`src/rtl/sram_pkg.sv`:
```
// Shared types and constants for the async SRAM access controller.
package sram_pkg;

  localparam int SRAM_AW = 20;
  localparam int SRAM_DW = 16;
  localparam int WAIT_W  = 4;

  typedef logic [1:0] sram_be_t;

  typedef enum logic [2:0] {
    S_IDLE,
    S_RD,
    S_WR_SETUP,
    S_WR_PULSE,
    S_WR_HOLD
  } sram_state_t;

  typedef struct packed {
    logic ce_n;
    logic ub_n;
    logic lb_n;
    logic oe_n;
    logic we_n;
  } sram_strb_t;

  localparam sram_strb_t STRB_IDLE = '{default: 1'b1};

  // Timer reload value: the state advances on the edge where the counter reads 0.
  function automatic logic [WAIT_W-1:0] wait_load(input int cycles);
    return WAIT_W'(cycles - 1);
  endfunction

endpackage

```
`src/rtl/sram_access_ctrl_if.sv`:
```
// CPU-side word request / response bus of the SRAM access controller.
interface sram_access_ctrl_if;
  import sram_pkg::*;

  logic               req_valid;
  logic               req_ready;
  logic               req_we;
  logic [SRAM_AW-1:0] req_addr;
  logic [SRAM_DW-1:0] req_wdata;
  sram_be_t           req_be;
  logic               rd_valid;
  logic [SRAM_DW-1:0] rd_data;
  logic               wr_done;

  modport master (
    output req_valid, req_we, req_addr, req_wdata, req_be,
    input  req_ready, rd_valid, rd_data, wr_done
  );

  modport slave (
    input  req_valid, req_we, req_addr, req_wdata, req_be,
    output req_ready, rd_valid, rd_data, wr_done
  );

endinterface

```
`src/rtl/sram_wait_timer.sv`:
```
// 4-bit load/decrement wait counter with a zero flag; saturates at 0.
module sram_wait_timer
  import sram_pkg::*;
(
  input  logic              Clk,
  input  logic              Reset,
  input  logic              i_load,
  input  logic [WAIT_W-1:0] i_load_val,
  input  logic              i_dec,
  output logic              o_zero
);

  logic [WAIT_W-1:0] r_count;

  // NOTE: sequential state uses non-blocking assignments so every flop samples pre-edge values.
  always_ff @(posedge Clk) begin
    if (Reset)
      r_count <= '0;
    else if (i_load)
      r_count <= i_load_val;
    else if (i_dec && (r_count != '0))
      r_count <= r_count - WAIT_W'(1);
  end

  assign o_zero = (r_count == '0);

endmodule

```
`src/rtl/sram_access_ctrl.sv`:
```
// Bus master for the 16-bit async SRAM: turns CPU word requests into timed,
// fully registered CE/UB/LB/OE/WE strobe sequences and returns read data.
module sram_access_ctrl
  import sram_pkg::*;
#(
  parameter int RD_WAIT = 2,
  parameter int WR_WAIT = 2
) (
  input  logic                Clk,
  input  logic                Reset,
  sram_access_ctrl_if.slave   cpu,
  output logic [SRAM_AW-1:0]  SRAM_ADDR,
  output logic                CE_N,
  output logic                UB_N,
  output logic                LB_N,
  output logic                OE_N,
  output logic                WE_N,
  output logic [SRAM_DW-1:0]  sram_dq_out,
  output logic                sram_dq_oe,
  input  logic [SRAM_DW-1:0]  sram_dq_in
);

  if (RD_WAIT < 1 || RD_WAIT > 15) begin : g_bad_rd_wait
    $error("sram_access_ctrl: RD_WAIT=%0d outside 1..15", RD_WAIT);
  end
  if (WR_WAIT < 1 || WR_WAIT > 15) begin : g_bad_wr_wait
    $error("sram_access_ctrl: WR_WAIT=%0d outside 1..15", WR_WAIT);
  end

  sram_state_t        r_state,    w_nxt_state;
  sram_strb_t         r_strb,     w_nxt_strb;
  logic [SRAM_AW-1:0] r_addr,     w_nxt_addr;
  logic [SRAM_DW-1:0] r_dq_out,   w_nxt_dq_out;
  logic               r_dq_oe,    w_nxt_dq_oe;
  logic [SRAM_DW-1:0] r_rd_data,  w_nxt_rd_data;
  logic               r_rd_valid, w_nxt_rd_valid;
  logic               r_wr_done,  w_nxt_wr_done;

  logic              w_tmr_load;
  logic [WAIT_W-1:0] w_tmr_load_val;
  logic              w_tmr_dec;
  logic              w_tmr_zero;

  sram_wait_timer u_wait_timer (
    .Clk        (Clk),
    .Reset      (Reset),
    .i_load     (w_tmr_load),
    .i_load_val (w_tmr_load_val),
    .i_dec      (w_tmr_dec),
    .o_zero     (w_tmr_zero)
  );

  always_ff @(posedge Clk) begin
    if (Reset) begin
      r_state    <= S_IDLE;
      r_strb     <= STRB_IDLE;
      r_addr     <= '0;
      r_dq_out   <= '0;
      r_dq_oe    <= 1'b0;
      r_rd_data  <= '0;
      r_rd_valid <= 1'b0;
      r_wr_done  <= 1'b0;
    end else begin
      r_state    <= w_nxt_state;
      r_strb     <= w_nxt_strb;
      r_addr     <= w_nxt_addr;
      r_dq_out   <= w_nxt_dq_out;
      r_dq_oe    <= w_nxt_dq_oe;
      r_rd_data  <= w_nxt_rd_data;
      r_rd_valid <= w_nxt_rd_valid;
      r_wr_done  <= w_nxt_wr_done;
    end
  end

  // NOTE: every always_comb output gets a default first, so no path can infer a latch.
  always_comb begin
    w_nxt_state    = r_state;
    w_nxt_strb     = r_strb;
    w_nxt_addr     = r_addr;
    w_nxt_dq_out   = r_dq_out;
    w_nxt_dq_oe    = r_dq_oe;
    w_nxt_rd_data  = r_rd_data;
    w_nxt_rd_valid = 1'b0;
    w_nxt_wr_done  = 1'b0;
    w_tmr_load     = 1'b0;
    w_tmr_load_val = '0;
    w_tmr_dec      = 1'b0;

    unique case (r_state)
      S_IDLE: begin
        if (cpu.req_valid) begin
          w_nxt_addr      = cpu.req_addr;
          w_nxt_strb.ce_n = 1'b0;
          if (cpu.req_we) begin
            w_nxt_state     = S_WR_SETUP;
            w_nxt_strb.ub_n = ~cpu.req_be[1];
            w_nxt_strb.lb_n = ~cpu.req_be[0];
            w_nxt_strb.oe_n = 1'b1;
            w_nxt_strb.we_n = 1'b1;
            w_nxt_dq_out    = cpu.req_wdata;
            w_nxt_dq_oe     = 1'b1;
          end else begin
            // Reads always fetch the full word; byte enables are ignored.
            w_nxt_state     = S_RD;
            w_nxt_strb.ub_n = 1'b0;
            w_nxt_strb.lb_n = 1'b0;
            w_nxt_strb.oe_n = 1'b0;
            w_tmr_load      = 1'b1;
            w_tmr_load_val  = wait_load(RD_WAIT);
          end
        end
      end

      S_RD: begin
        if (w_tmr_zero) begin
          w_nxt_state    = S_IDLE;
          w_nxt_strb     = STRB_IDLE;
          w_nxt_rd_data  = sram_dq_in;
          w_nxt_rd_valid = 1'b1;
        end else begin
          w_tmr_dec = 1'b1;
        end
      end

      S_WR_SETUP: begin
        w_nxt_state     = S_WR_PULSE;
        w_nxt_strb.we_n = 1'b0;
        w_tmr_load      = 1'b1;
        w_tmr_load_val  = wait_load(WR_WAIT);
      end

      S_WR_PULSE: begin
        if (w_tmr_zero) begin
          w_nxt_state     = S_WR_HOLD;
          w_nxt_strb.we_n = 1'b1;
        end else begin
          w_tmr_dec = 1'b1;
        end
      end

      S_WR_HOLD: begin
        w_nxt_state   = S_IDLE;
        w_nxt_strb    = STRB_IDLE;
        w_nxt_dq_oe   = 1'b0;
        w_nxt_wr_done = 1'b1;
      end

      default: begin
        w_nxt_state = S_IDLE;
        w_nxt_strb  = STRB_IDLE;
        w_nxt_dq_oe = 1'b0;
      end
    endcase
  end

  assign cpu.req_ready = (r_state == S_IDLE);
  assign cpu.rd_valid  = r_rd_valid;
  assign cpu.rd_data   = r_rd_data;
  assign cpu.wr_done   = r_wr_done;

  assign SRAM_ADDR   = r_addr;
  assign CE_N        = r_strb.ce_n;
  assign UB_N        = r_strb.ub_n;
  assign LB_N        = r_strb.lb_n;
  assign OE_N        = r_strb.oe_n;
  assign WE_N        = r_strb.we_n;
  assign sram_dq_out = r_dq_out;
  assign sram_dq_oe  = r_dq_oe;

endmodule

```
`src/flat_wrapper.sv`:
```
// flat-port wrapper written by rule: the top's interface ports become plain ports
module sram_access_ctrl_flat import sram_pkg::*;
#(
  parameter int RD_WAIT = 2,
  parameter int WR_WAIT = 2
)
  (Clk, Reset, SRAM_ADDR, CE_N, UB_N, LB_N, OE_N, WE_N, sram_dq_out, sram_dq_oe, sram_dq_in, cpu_req_valid, cpu_req_we, cpu_req_addr, cpu_req_wdata, cpu_req_be, cpu_req_ready, cpu_rd_valid, cpu_rd_data, cpu_wr_done);
  sram_access_ctrl_if cpu_i ();
  input  logic Clk;
  input  logic Reset;
  output logic [SRAM_AW-1:0] SRAM_ADDR;
  output logic CE_N;
  output logic UB_N;
  output logic LB_N;
  output logic OE_N;
  output logic WE_N;
  output logic [SRAM_DW-1:0] sram_dq_out;
  output logic sram_dq_oe;
  input  logic [SRAM_DW-1:0] sram_dq_in;
  input wire logic [$bits(cpu_i.req_valid)-1:0] cpu_req_valid;
  input wire logic [$bits(cpu_i.req_we)-1:0] cpu_req_we;
  input wire logic [$bits(cpu_i.req_addr)-1:0] cpu_req_addr;
  input wire logic [$bits(cpu_i.req_wdata)-1:0] cpu_req_wdata;
  input wire logic [$bits(cpu_i.req_be)-1:0] cpu_req_be;
  output wire logic [$bits(cpu_i.req_ready)-1:0] cpu_req_ready;
  output wire logic [$bits(cpu_i.rd_valid)-1:0] cpu_rd_valid;
  output wire logic [$bits(cpu_i.rd_data)-1:0] cpu_rd_data;
  output wire logic [$bits(cpu_i.wr_done)-1:0] cpu_wr_done;
  assign cpu_i.req_valid = cpu_req_valid;
  assign cpu_i.req_we = cpu_req_we;
  assign cpu_i.req_addr = cpu_req_addr;
  assign cpu_i.req_wdata = cpu_req_wdata;
  assign cpu_i.req_be = cpu_req_be;
  assign cpu_req_ready = cpu_i.req_ready;
  assign cpu_rd_valid = cpu_i.rd_valid;
  assign cpu_rd_data = cpu_i.rd_data;
  assign cpu_wr_done = cpu_i.wr_done;
  sram_access_ctrl #(.RD_WAIT(RD_WAIT), .WR_WAIT(WR_WAIT)) u_core (.Clk(Clk), .Reset(Reset), .cpu(cpu_i), .SRAM_ADDR(SRAM_ADDR), .CE_N(CE_N), .UB_N(UB_N), .LB_N(LB_N), .OE_N(OE_N), .WE_N(WE_N), .sram_dq_out(sram_dq_out), .sram_dq_oe(sram_dq_oe), .sram_dq_in(sram_dq_in));
endmodule
```
`config.mk`:
```
export PLATFORM = sky130hd
export DESIGN_NAME = sram_access_ctrl_flat
export DESIGN_NICKNAME = d
export VERILOG_FILES = /design/src/rtl/sram_pkg.sv /design/src/rtl/sram_access_ctrl_if.sv /design/src/rtl/sram_wait_timer.sv /design/src/rtl/sram_access_ctrl.sv /design/src/flat_wrapper.sv
export SDC_FILE = /design/constraint.sdc
export NUM_CORES = 1
export LEC_CHECK = 0
export BUFFER_PORTS_ARGS = -buffer_cell sky130_fd_sc_hd__buf_2
export CAP_MARGIN = 0
export CORE_UTILIZATION = 24
export CTS_CLUSTER_SIZE = 12
export DETAILED_ROUTE_END_ITERATION = 16
export GPL_ROUTABILITY_DRIVEN = 0
export SLEW_MARGIN = 40
export SYNTH_ARGS = -nofsm -noshare
export SYNTH_HDL_FRONTEND = slang
export SYNTH_SLANG_ARGS = --single-unit
```
`constraint.sdc`:
```
create_clock -name Clk -period 1.8 [get_ports Clk]
set_clock_uncertainty 0.1 [all_clocks]
set_input_delay 0.18 -clock Clk [delete_from_list [all_inputs] [get_ports Clk]]
set_output_delay 0.18 -clock Clk [all_outputs]
set_load 0.02 [all_outputs]
```
== After elaboration in Yosys (flattened, before gate mapping) ==
Index checks and enable logic that the tools add are counted.
Storage, ports and cells
  output and inout port bits: 61
  bits in latches: 0
  memories kept: 0
  word-level logic and storage cells: 69
  flip-flop bits (word level): 67
  input port bits: 58
  memory bits (read-only): 0
  RAM bits: 0
Operators by class
  div/mod/pow operators: 0
  shifts and indexed selects: 0
  reductions and logical operators: 16
  multiplexer cells: 26
  add/sub/neg operators: 1
  $lt $le $gt $ge: 0
  $mul: 0
  bitwise gates (word level): 5
  equal/unequal tests: 8
Operators with widths (count)
  3-bit two-way mux: 4
  4-bit two-way mux: 3
  3-bit one-hot mux with 4 select lines: 1
  4-bit one-hot mux with 3 select lines: 1
  3-bit AND reduction: 4
  1-bit two-way mux: 10
  5-bit two-way mux: 2
  2-bit != test (second input constant): 4
  4-bit one-hot mux with 2 select lines: 1
  3-bit by 2-bit == test with 1-bit output (second input constant): 2
  2-bit OR reduction: 3
  1-bit inverter: 5
  4-bit zero test: 1
  1-bit one-hot mux with 2 select lines: 2
  1-bit one-hot mux with 4 select lines: 1
  2-bit AND reduction: 2
  4-bit AND reduction: 1
  4-bit nonzero test: 1
  4-bit by 1-bit subtractor with 4-bit output (second input constant): 1
  3-bit by 1-bit == test with 1-bit output (second input constant): 1
  3-bit == test (second input constant): 1
  3-bit zero test: 1
  3-bit OR reduction: 1
  2-bit two-way mux: 1
  2 further kinds: 2

== Depth between registers and ports, before layout ==
Gate-level depths: netlist of the first run.
  depth in word-level cells: 6
  depth in mapped cells: 6
  mapped depth without buffers: 5

== Cells and area by module ==
From an unflattened synthesis of the first run, not the netlist that was laid out.
Unflattened totals
  cell total of the unflattened synthesis: 306
  area total of the unflattened synthesis: 2690.1 µm²
By module, submodules not included
  sram_access_ctrl: area each 2427.3 µm², sequential area each 1261.2 µm², cells each 277, times used 1
  sram_wait_timer: area each 262.8 µm², sequential area each 80.1 µm², cells each 29, times used 1

== Worst setup path before layout of the first run ==
No wires, ideal clock.
  path type: register to register
  start: reg u_core.u_wait_timer.r_count[0]
  end: reg u_core.r_rd_data[0] (netlist: u_core.cpu.rd_data[0])
  clock period less this slack: 1867 ps
  arrival time: 1696 ps
  setup slack: -67 ps
  buffers on the path: 1
  stages on the path, launching flop included: 7
  library setup time: 72 ps
  data required time: 1628 ps
  path through: dfxtp_1 -> inv_1 -> ha_1 -> or3b_4 -> nor3_4 -> buf_8 -> mux2i_1
Between the ends
  word-level cells in the longest chain between the ends: 2
RTL lines
  start: declaration: RTL line sram_wait_timer.sv:13  | logic [WAIT_W-1:0] r_count;
  start signal: assignment: RTL line sram_wait_timer.sv:20  | r_count <= i_load_val;
  start signal: assignment: RTL line sram_wait_timer.sv:22  | r_count <= r_count - WAIT_W'(1);
  4-bit zero test: RTL line sram_wait_timer.sv:25  | assign o_zero = (r_count == '0);
  2-bit AND reduction (no line)
  end signal: assignment: RTL line sram_access_ctrl.sv:69  | r_rd_data <= w_nxt_rd_data;
  end: declaration: RTL line sram_access_ctrl.sv:35  | logic [SRAM_DW-1:0] r_rd_data, w_nxt_rd_data;
Every way passes these cells.
A chain may end at the register's enable or synchronous reset.

== Final worst setup path of the first run ==
  start: reg u_core.u_wait_timer.r_count[0]
  end: reg u_core.r_rd_data[5] (netlist: u_core.cpu.rd_data[5])
The elaborated chain is that of the path after synthesis.

==> flow_summary.json, run 1 <==
{
  "syn_to_final_growth_pct": 58.5,
  "fin_tns_setup_ps": 0,
  "whs_path_depth": 3,
  "synth_flop_cell": "dfxtp_1",
  "numPortBuffers": 118,
  "htree_levels": 3,
  "grt_antenna_before_repair": 0,
  "critPathBufInv": 3,
  "seq_area_frac_synth": 0.499,
  "rows": 38,
  "numCtsBuffers": 9,
  "core_area_sq_um": 10900,
  "dr.pass1.iters": 6,
  "io_pins": 119,
  "cpLargestDelayFamily": "simple AND/OR/NAND/NOR gates",
  "period_needed_ps": 1720,
  "via_per_inst": 4.47,
  "max_slew_margin": 0.621,
  "crit_chain": "inv_2 -> ha_4 -> or3b_4 -> nor3_4 -> buf_6 -> buf_12 -> mux2i_2",
  "pwr_density_cell_nw_per_um2": 967,
  "antenna_left": 0,
  "period_share": 0.958,
  "rsz0062_at_grt": "no",
  "timing.fmax_mhz": 580,
  "clock_path_buffers": 2,
  "synth_cell_types": 34,
  "grt_max_degree": 38,
  "post_route_cells_drive_above_1_share": 0.335,
  "slowest_delay_ps": 400,
  "grt_pass1_vias": 2586,
  "placed_area_sq_um": 3490,
  "power.total_w": 0.00412,
  "die_w_um": 108,
  "setup_violations": 0,
  "design.die.area_sq_um": 11600,
  "synthTopCellsByArea": "dfxtp_1 50%, nand2b_1 8.1%, a21oi_1 7.4%",
  "final_nets": 534,
  "tritoncts": "yes",
  "yosysTopAreaCell": "dfxtp_1",
  "clock-sinks": 67,
  "clk_latency_ps": 330,
  "r2r_cells": 7,
  "vias": 2773,
  "crit_path_end_kind": "flop",
  "ir_drop_mv": 0.431,
  "crit_slowest_cell": "or3b_4",
  "syn_area_sq_um": 2690,
  "critPathRequiredTime_ps": 1950,
  "syn_inst": 302,
  "tightestPinTransition_ps": 568,
  "hold_ws_ps": 17.1,
  "grt_pass1_wl_um": 12100,
  "netlist.area_leader.share": 0.499,
  "root_buffer": "clkbuf_8",
  "crit_arrival_ps": 1880,
  "gr-total-overflow": 0,
  "syn_area_per_cell_sq_um": 8.91,
  "drc": 0,
  "routed_wl_um": 8010,
  "synth_edf_count": 0,
  "synth-seq-cells": 67,
  "outcome": "finished clean",
  "ys_warn_count": 0,
  "path_class": "reg -> reg",
  "diodes": 0,
  "final-hold-violation-count": 0,
  "wl_per_cell_um": 12.9,
  "final_area_sq_um": 4260,
  "die_h_um": 108,
  "cp_max_fo": 8,
  "clkTransAtPathRegs_ps": 70,
  "p_leak_nw": 1.85,
  "synthArstFlopShare": 0,
  "hpwl_um": 5090,
  "start_util": 0.247,
  "slew_viol_final": 0,
  "hold_class": "in -> reg",
  "grt_use_total": 0.134,
  "synth_nets": 361,
  "start_kind": "flop",
  "max_cap_viol_count": 0,
  "dr.first_iter.drc_count": 226,
  "crit_cells": 7
}
==> registers in the layout, summed over array words and instances (netlist names), 3 cells and up <==
name and flops:
u_core.SRAM_ADDR 20, u_core.cpu.rd_data 16, u_core.sram_dq_out 16, u_core.u_wait_timer.r_count 4, u_core.r_state 3
==> cells in the mapped netlist, drive strengths merged (3+ instances only) <==
library cell and n:
nor4b 3, mux2i 16, inv 5, buf 3, nor3 6, o32a 3, nor2 7, nand2b 35
o21ai 18, nand2 41, a21oi 40, clkbuf 21, dfxtp 67, nand3 16
==> cell families (layout without fill, tap and decap cells) <==
kind of cell | Yosys count | count (layout) | share of synthesized area
flops | 67 | 67 | 0.499
fa+ha+maj | 1 | 1 | 0.00465
buf+inv | 29 | 207 | 0.0456
mux | 17 | 17 | 0.0637
simple gates | 115 | 115 | 0.231
compound gates | 73 | 73 | 0.156
==> layout by cell type, fill, tap and decap left out, types with 2 or more instances in the layout <==
cell type and n:
nand2b_1 35, o32a_1 3, dfxtp_1 66, nand3_1 16
a2bb2oi_1 2, inv_2 2, o21ai_0 18, nor3_1 5
buf_6 2, buf_4 14, a311oi_1 2, a31oi_1 2
buf_2 118, a21oi_1 40, nor2_1 7, dlygate4sd3_1 49
bufinv_16 2, mux2i_1 15, nand2_1 41, buf_12 2
a32oi_1 2, inv_1 3, clkbuf_8 9, nor4b_1 2
clkbuf_1 2, clkinv_2 2
==> area by class of cell <==
cell class / count / area, sq um
repair buffers: 186 / 1280
flip-flops and latches: 67 / 1340
inverters: 5 / 18.8
well taps: 140 / 175
clock buffers: 11 / 131
clock inverters: 5 / 77.6
multi-input cells: 206 / 1240
fillers: 1059 / 6620
==> worst reg2reg max path: cells and delay by family (launching register included) <==
| kind | cells | cell delay (ps) |
|---|---|---|
| DFF | 1 | 330 |
| muxes | 1 | 220 |
| adders and majority gates | 1 | 130 |
| and+or+nand+nor | 2 | 540 |
| buffers and inverters | 3 | 320 |
==> worst paths after layout <==
check,start,to,slack (ps)
worst max-delay path,u_core.u_wait_timer.r_count[0],u_core.cpu.rd_data[5],80
worst max register to register,u_core.u_wait_timer.r_count[0],u_core.cpu.rd_data[5],80
worst min-delay path,sram_dq_in[11],u_core.cpu.rd_data[11],20
worst min register to register,u_core.SRAM_ADDR[5],u_core.SRAM_ADDR[5],350
==> routing by layer <==
layer / vias to the layer above / wire [um] / GRT usage
met4: 0 / 110 / 0.0470
li1: 1385 / - / -
met5: - / 0 / 0
met2: 88 / 3820 / 0.217
met3: 9 / 453 / 0.0508
met1: 1291 / 3630 / 0.162
==> metrics by stage <==
stage,utilization,worst slack [ps],std cells
2_1_floorplan,-,21.4,302
3_3_place_gp,0.320,95.4,549
3_5_place_dp,0.320,10.1,549
4_1_cts,0.391,10.4,620
5_1_grt,0.392,6.30,620
6_report,0.392,75.1,620
==> where the power goes <==
| part | total [W] | switching [W] | internal, W |
|---|---|---|---|
| Sequential | 0.00168 | 0.0000659 | 0.00162 |
| Clock | 0.00134 | 0.000564 | 0.000777 |
| Combinational | 0.00110 | 0.000602 | 0.000497 |
| Total | 0.00412 | 0.00123 | 0.00289 |
==> timing repair <==
item,in CTS,in global routing
endpoints found under the setup margin,1,20
buffers inserted,5,0
gates resized for setup,3,3
gates cloned,1,0
endpoints found under the hold margin,49,0
pin swaps,1,5
hold buffers,49,0
No activity file was read; power rests on OpenSTA's default activity.
==> inputs of run 2 (changes only) <==
CELL_PAD_IN_SITES_DETAIL_PLACEMENT = 0   (was default)
CELL_PAD_IN_SITES_GLOBAL_PLACEMENT = 1   (was default)
PLACE_DENSITY_LB_ADDON = 0.1   (was default)
==> flow_summary.json, run 2 (synthesis gave the netlist of run 1 again) <==
{
  "p_comb_frac": 0.263,
  "crit_slowest_cell": "or3b_4",
  "start_util": 0.247,
  "final_common_cell": "buf_2",
  "max_slew_margin": 0.719,
  "final_cell_mix": "118 x buf_2, 66 x dfxtp_1, 51 x dlygate4sd3_1",
  "hpwl_um": 5260,
  "final-hold-violation-count": 0,
  "die_w_um": 108,
  "clock-sinks": 67,
  "pre_cts_ws_ps": 33.4,
  "period_share": 0.973,
  "io_pins": 119,
  "grt_pass1_wl_um": 12500,
  "numPortBuffers": 118,
  "seqPwrFrac": 0.419,
  "syn_to_final_growth_pct": 57.3,
  "core_area_sq_um": 10900,
  "fill_cells": 1159,
  "dr.first_iter.drc_count": 120,
  "intPower_w": 0.00276,
  "power.share.clock": 0.318,
  "tightestPinTransition_ps": 422,
  "tritoncts": "yes",
  "rsz0062_at_grt": "yes",
  "start_kind": "flop",
  "setup_violations": 0,
  "max_cap_viol_count": 0,
  "period_needed_ps": 1750,
  "hold_class": "in -> reg",
  "routed_wl_um": 8060,
  "netSwitchingFraction": 0.312,
  "design.die.area_sq_um": 11600,
  "outcome": "finished clean",
  "path_class": "reg -> reg",
  "crit_arrival_ps": 1910,
  "htree_levels": 3,
  "rows": 38,
  "clk_latency_ps": 340,
  "grt_pass1_vias": 2609,
  "wl_per_cell_um": 13.0,
  "grt_max_degree": 37,
  "antenna_left": 0,
  "grt_use_total": 0.139,
  "pwr_density_cell_nw_per_um2": 949,
  "clock_path_buffers": 2,
  "cp_max_fo": 16,
  "slowest_delay_ps": 440,
  "clkTransAtPathRegs_ps": 80,
  "worst_slack_ps": 49.1,
  "p_switching_w": 0.00125,
  "root_buffer": "clkbuf_8",
  "die_h_um": 108,
  "fin_tns_setup_ps": 0,
  "crit_path_end_kind": "flop",
  "final_nets": 534,
  "grt_antenna_before_repair": 0,
  "p_leak_nw": 1.83,
  "gr-total-overflow": 0,
  "crit_chain": "inv_2 -> ha_4 -> or3b_4 -> nor3_4 -> buf_12 -> mux2i_1",
  "numCtsBuffers": 9,
  "ir_drop_mv": 0.414,
  "critPathRequiredTime_ps": 1960,
  "timing.fmax_mhz": 571,
  "diodes": 0,
  "largest_register_ffs": 20,
  "dr.pass1.iters": 4,
  "vias": 2720,
  "via_per_inst": 4.39,
  "post_route_cells_drive_above_1_share": 0.333,
  "slew_viol_final": 0,
  "drc": 0
}
[run 2: cell type report]
class	count	area (sq um)	area share
repair buffers	186	1250	0.296
multi-input cells	206	1240	0.293
clock inverters	6	63.8	0.0151
inverters	5	18.8	0.00444
well taps	140	175	0.0414
clock buffers	10	138	0.0325
flip-flops and latches	67	1340	0.317
[run 2: path summary, 6_finish.rpt]
kind / startpoint / endpoint / slack, ps / cells past startpoint
worst max-delay path: u_core.u_wait_timer.r_count[0] / u_core.cpu.rd_data[6] / 50 / 6
worst min-delay path: sram_dq_in[12] / u_core.cpu.rd_data[12] / 20 / 3
worst max register to register: u_core.u_wait_timer.r_count[0] / u_core.cpu.rd_data[6] / 50 / 6
worst min register to register: u_core.SRAM_ADDR[4] / u_core.SRAM_ADDR[4] / 350 / 2
[run 2: repair_timing]
action                                 in CTS  in global routing
hold buffers                               51                  0
endpoints found under the hold margin      51                  0
setup endpoints to repair                   0                 18
buffers inserted                            0                  2
gates resized for setup                     0                  2
[run 2: layer usage]
metal / part of all wire / track usage / wire (um)
met3: 0.044 / 0.0387 / 358
met4: 0.011 / 0.0382 / 91
met2: 0.50 / 0.247 / 3990
met5: 0 / 0 / 0
met1: 0.45 / 0.162 / 3620
[run 2: worst max-delay path, delay by kind of cell, from the launching register on]
kind	cells	cell delay, ps
simple gates	2	610
buf+inv	2	280
fa+ha+maj	1	140
flops	1	340
mux	1	190
[run 2: power groups by stage]
stage               clock, W  sequential [W]  combinational, W
finish               0.00128         0.00168           0.00106
CTS                  0.00134         0.00168           0.00105
global placement           0         0.00171          0.000955
global route         0.00139         0.00170           0.00116
floorplan                  0         0.00186          0.000458
detailed placement         0         0.00172          0.000961
[run 2: stage by stage]
| stage | util | instances | hold WS (ps) | total power (W) | cell area, sq um |
|---|---|---|---|---|---|
| 5_1_grt | 0.389 | 620 | 24.1 | 0.00425 | 4230 |
| 3_3_place_gp | 0.322 | 551 | 322 | 0.00267 | 3500 |
| 2_1_floorplan | - | 302 | 216 | 0.00232 | 2700 |
| 6_report | 0.389 | 620 | 21.8 | 0.00402 | 4230 |
| 4_1_cts | 0.387 | 618 | 3.46 | 0.00408 | 4210 |
| 3_5_place_dp | 0.322 | 551 | 327 | 0.00268 | 3500 |
==> inputs of run 3 (changes only) <==
SYNTH_HIERARCHICAL = 1   (was default)
==> flow_summary.json, run 3 <==
{
  "clock-sinks": 67,
  "hold_class": "in -> reg",
  "dr.pass1.iters": 4,
  "path_class": "reg -> reg",
  "failed_checks": "negative setup slack",
  "vias": 2678,
  "htree_levels": 3,
  "post_route_cells_drive_above_1_share": 0.378,
  "synth_common_cells": "79 x nand2_1, 67 x dfxtp_1, 38 x a21oi_1",
  "grt_pass1_vias": 2465,
  "numPortBuffers": 118,
  "hpwl_um": 4860,
  "slew_viol_final": 0,
  "rows": 38,
  "numCtsBuffers": 9,
  "crit_arrival_ps": 1920,
  "period_share": 1.00,
  "crit_path_end_kind": "flop",
  "grt_antenna_before_repair": 0,
  "gr-total-overflow": 0,
  "clk_latency_ps": 340,
  "clkTransAtPathRegs_ps": 70,
  "diodes": 0,
  "synth-seq-cells": 67,
  "final_nets": 557,
  "final_cell_mix": "118 x buf_2, 77 x nand2_1, 65 x dfxtp_1",
  "setup_violations": 1,
  "start_kind": "flop",
  "via_per_inst": 4.17,
  "crit_slowest_cell": "or3b_4",
  "antenna_left": 0,
  "die_w_um": 108,
  "outcome": "finished with violations",
  "root_buffer": "clkbuf_8",
  "largest_register_ffs": 20,
  "grt_max_degree": 24,
  "hold_ws_ps": 80.4,
  "wl_per_cell_um": 11.5,
  "critPathRequiredTime_ps": 1920,
  "design.die.area_sq_um": 11600,
  "synth_edf_count": 0,
  "synthArstFlopShare": 0,
  "cp_max_fo": 17,
  "grt_use_total": 0.131,
  "fin_tns_setup_ps": -3.58,
  "drc": 0,
  "netlist.area_leader.share": 0.499,
  "clock_path_buffers": 2,
  "final_common_cell": "buf_2",
  "ys_warn_count": 6,
  "synth_most_common_cell": "nand2_1",
  "final-hold-violation-count": 0,
  "yosysTopAreaCell": "dfxtp_1",
  "period_needed_ps": 1800,
  "grt_pass1_wl_um": 11700,
  "p_leak_nw": 1.92,
  "synth_flop_cell": "dfxtp_1",
  "slowest_delay_ps": 390,
  "core_area_sq_um": 10900,
  "pre_cts_ws_ps": -26.3,
  "io_pins": 119,
  "p_switching_w": 0.00119,
  "syn_to_final_growth_pct": 63.9,
  "seqPwrFrac": 0.436,
  "seq_area_frac_synth": 0.499,
  "intPower_w": 0.00266,
  "synth_cell_types": 40,
  "p_comb_frac": 0.284,
  "power.share.clock": 0.280,
  "syn_area_sq_um": 2690,
  "die_h_um": 108,
  "netSwitchingFraction": 0.310,
  "cpLargestDelayFamily": "simple AND/OR/NAND/NOR gates",
  "critPathBufInv": 4,
  "tritoncts": "yes",
  "ir_drop_mv": 0.437,
  "max_cap_viol_count": 0,
  "syn_area_per_cell_sq_um": 8.79,
  "rsz0062_at_grt": "yes",
  "crit_chain": "inv_2 -> ha_4 -> or3b_4 -> inv_4 -> buf_4 -> nand4bb_1 -> buf_4 -> nand2_1 -> a21oi_2",
  "syn_inst": 306,
  "worst_slack_ps": -3.58,
  "routed_wl_um": 7360,
  "pwr_density_cell_nw_per_um2": 874,
  "synthTopCellsByArea": "dfxtp_1 50%, nand2_1 11%, nand2b_1 7.4%",
  "start_util": 0.247,
  "dr.first_iter.drc_count": 136,
  "timing.fmax_mhz": 554,
  "path_common_cell": "buf_4"
}
==> run 3: per-stage QoR <==
stage / util / cell area, sq um / total power, W / std cells
final: 0.405 / 4410 / 0.00385 / 642
after CTS: 0.398 / 4330 / 0.00390 / 640
after global placement: 0.330 / 3590 / 0.00264 / 567
after global routing: 0.405 / 4410 / 0.00412 / 642
after floorplan: - / 2750 / 0.00230 / 308
after detailed placement: 0.330 / 3590 / 0.00264 / 567
==> run 3: cell type report <==
cell class	instances	area (sq um)
repair buffers	200	1360
fillers	1151	6480
clock inverters	3	15.0
multi-input cells	213	1340
well taps	140	175
inverters	7	28.8
clock buffers	12	145
flip-flops and latches	67	1340
==> run 3: final timing paths <==
kind / startpoint / end / slack [ps] / depth (start not counted)
setup / recovery: u_core/u_wait_timer/r_count[0] / u_core/cpu.rd_data[6] / -4 / 9
hold / removal: cpu_req_be[0] / u_core/LB_N / 80 / 3
setup reg to reg: u_core/u_wait_timer/r_count[0] / u_core/cpu.rd_data[6] / -4 / 9
hold reg to reg: u_core/SRAM_ADDR[15] / u_core/SRAM_ADDR[15] / 350 / 2
==> run 3: logic make-up after synthesis <==
group | Yosys count | share of synthesized area
compound gates | 54 | 0.127
buf+inv | 28 | 0.0493
flops | 67 | 0.499
other cells | 1 | 0.00139
fa+ha+maj | 1 | 0.00465
mux | 18 | 0.0670
simple gates | 137 | 0.252
==> run 3: worst min-delay path: stages <==
cell    delay, ps
buf_2         100
nor2_1         80
o32a_1        130
==> run 3: what timing repair did <==
item / in CTS / in global routing
endpoints found under the hold margin: 53 / 0
pin swaps: 1 / 4
hold buffers: 53 / 0
cloned: 1 / 0
setup buffers: 4 / 3
setup endpoints to repair: 18 / 24
resized for setup: 6 / 17
==> run 3: routing by layer <==
metal  up-vias  track usage  part of all wire
met5         -            0                 0
met4         0       0.0528             0.016
met3        10       0.0448             0.060
met2        76        0.205              0.45
met1      1196        0.164              0.48
li1       1396            -                 -
==> run 3: power by group through the flow <==
stage	logic, W	registers [W]	clock network (W)
floorplan	0.000456	0.00184	0
global placement	0.000930	0.00171	0
detailed placement	0.000929	0.00171	0
CTS	0.00107	0.00168	0.00116
global route	0.00120	0.00170	0.00122
finish	0.00110	0.00168	0.00108
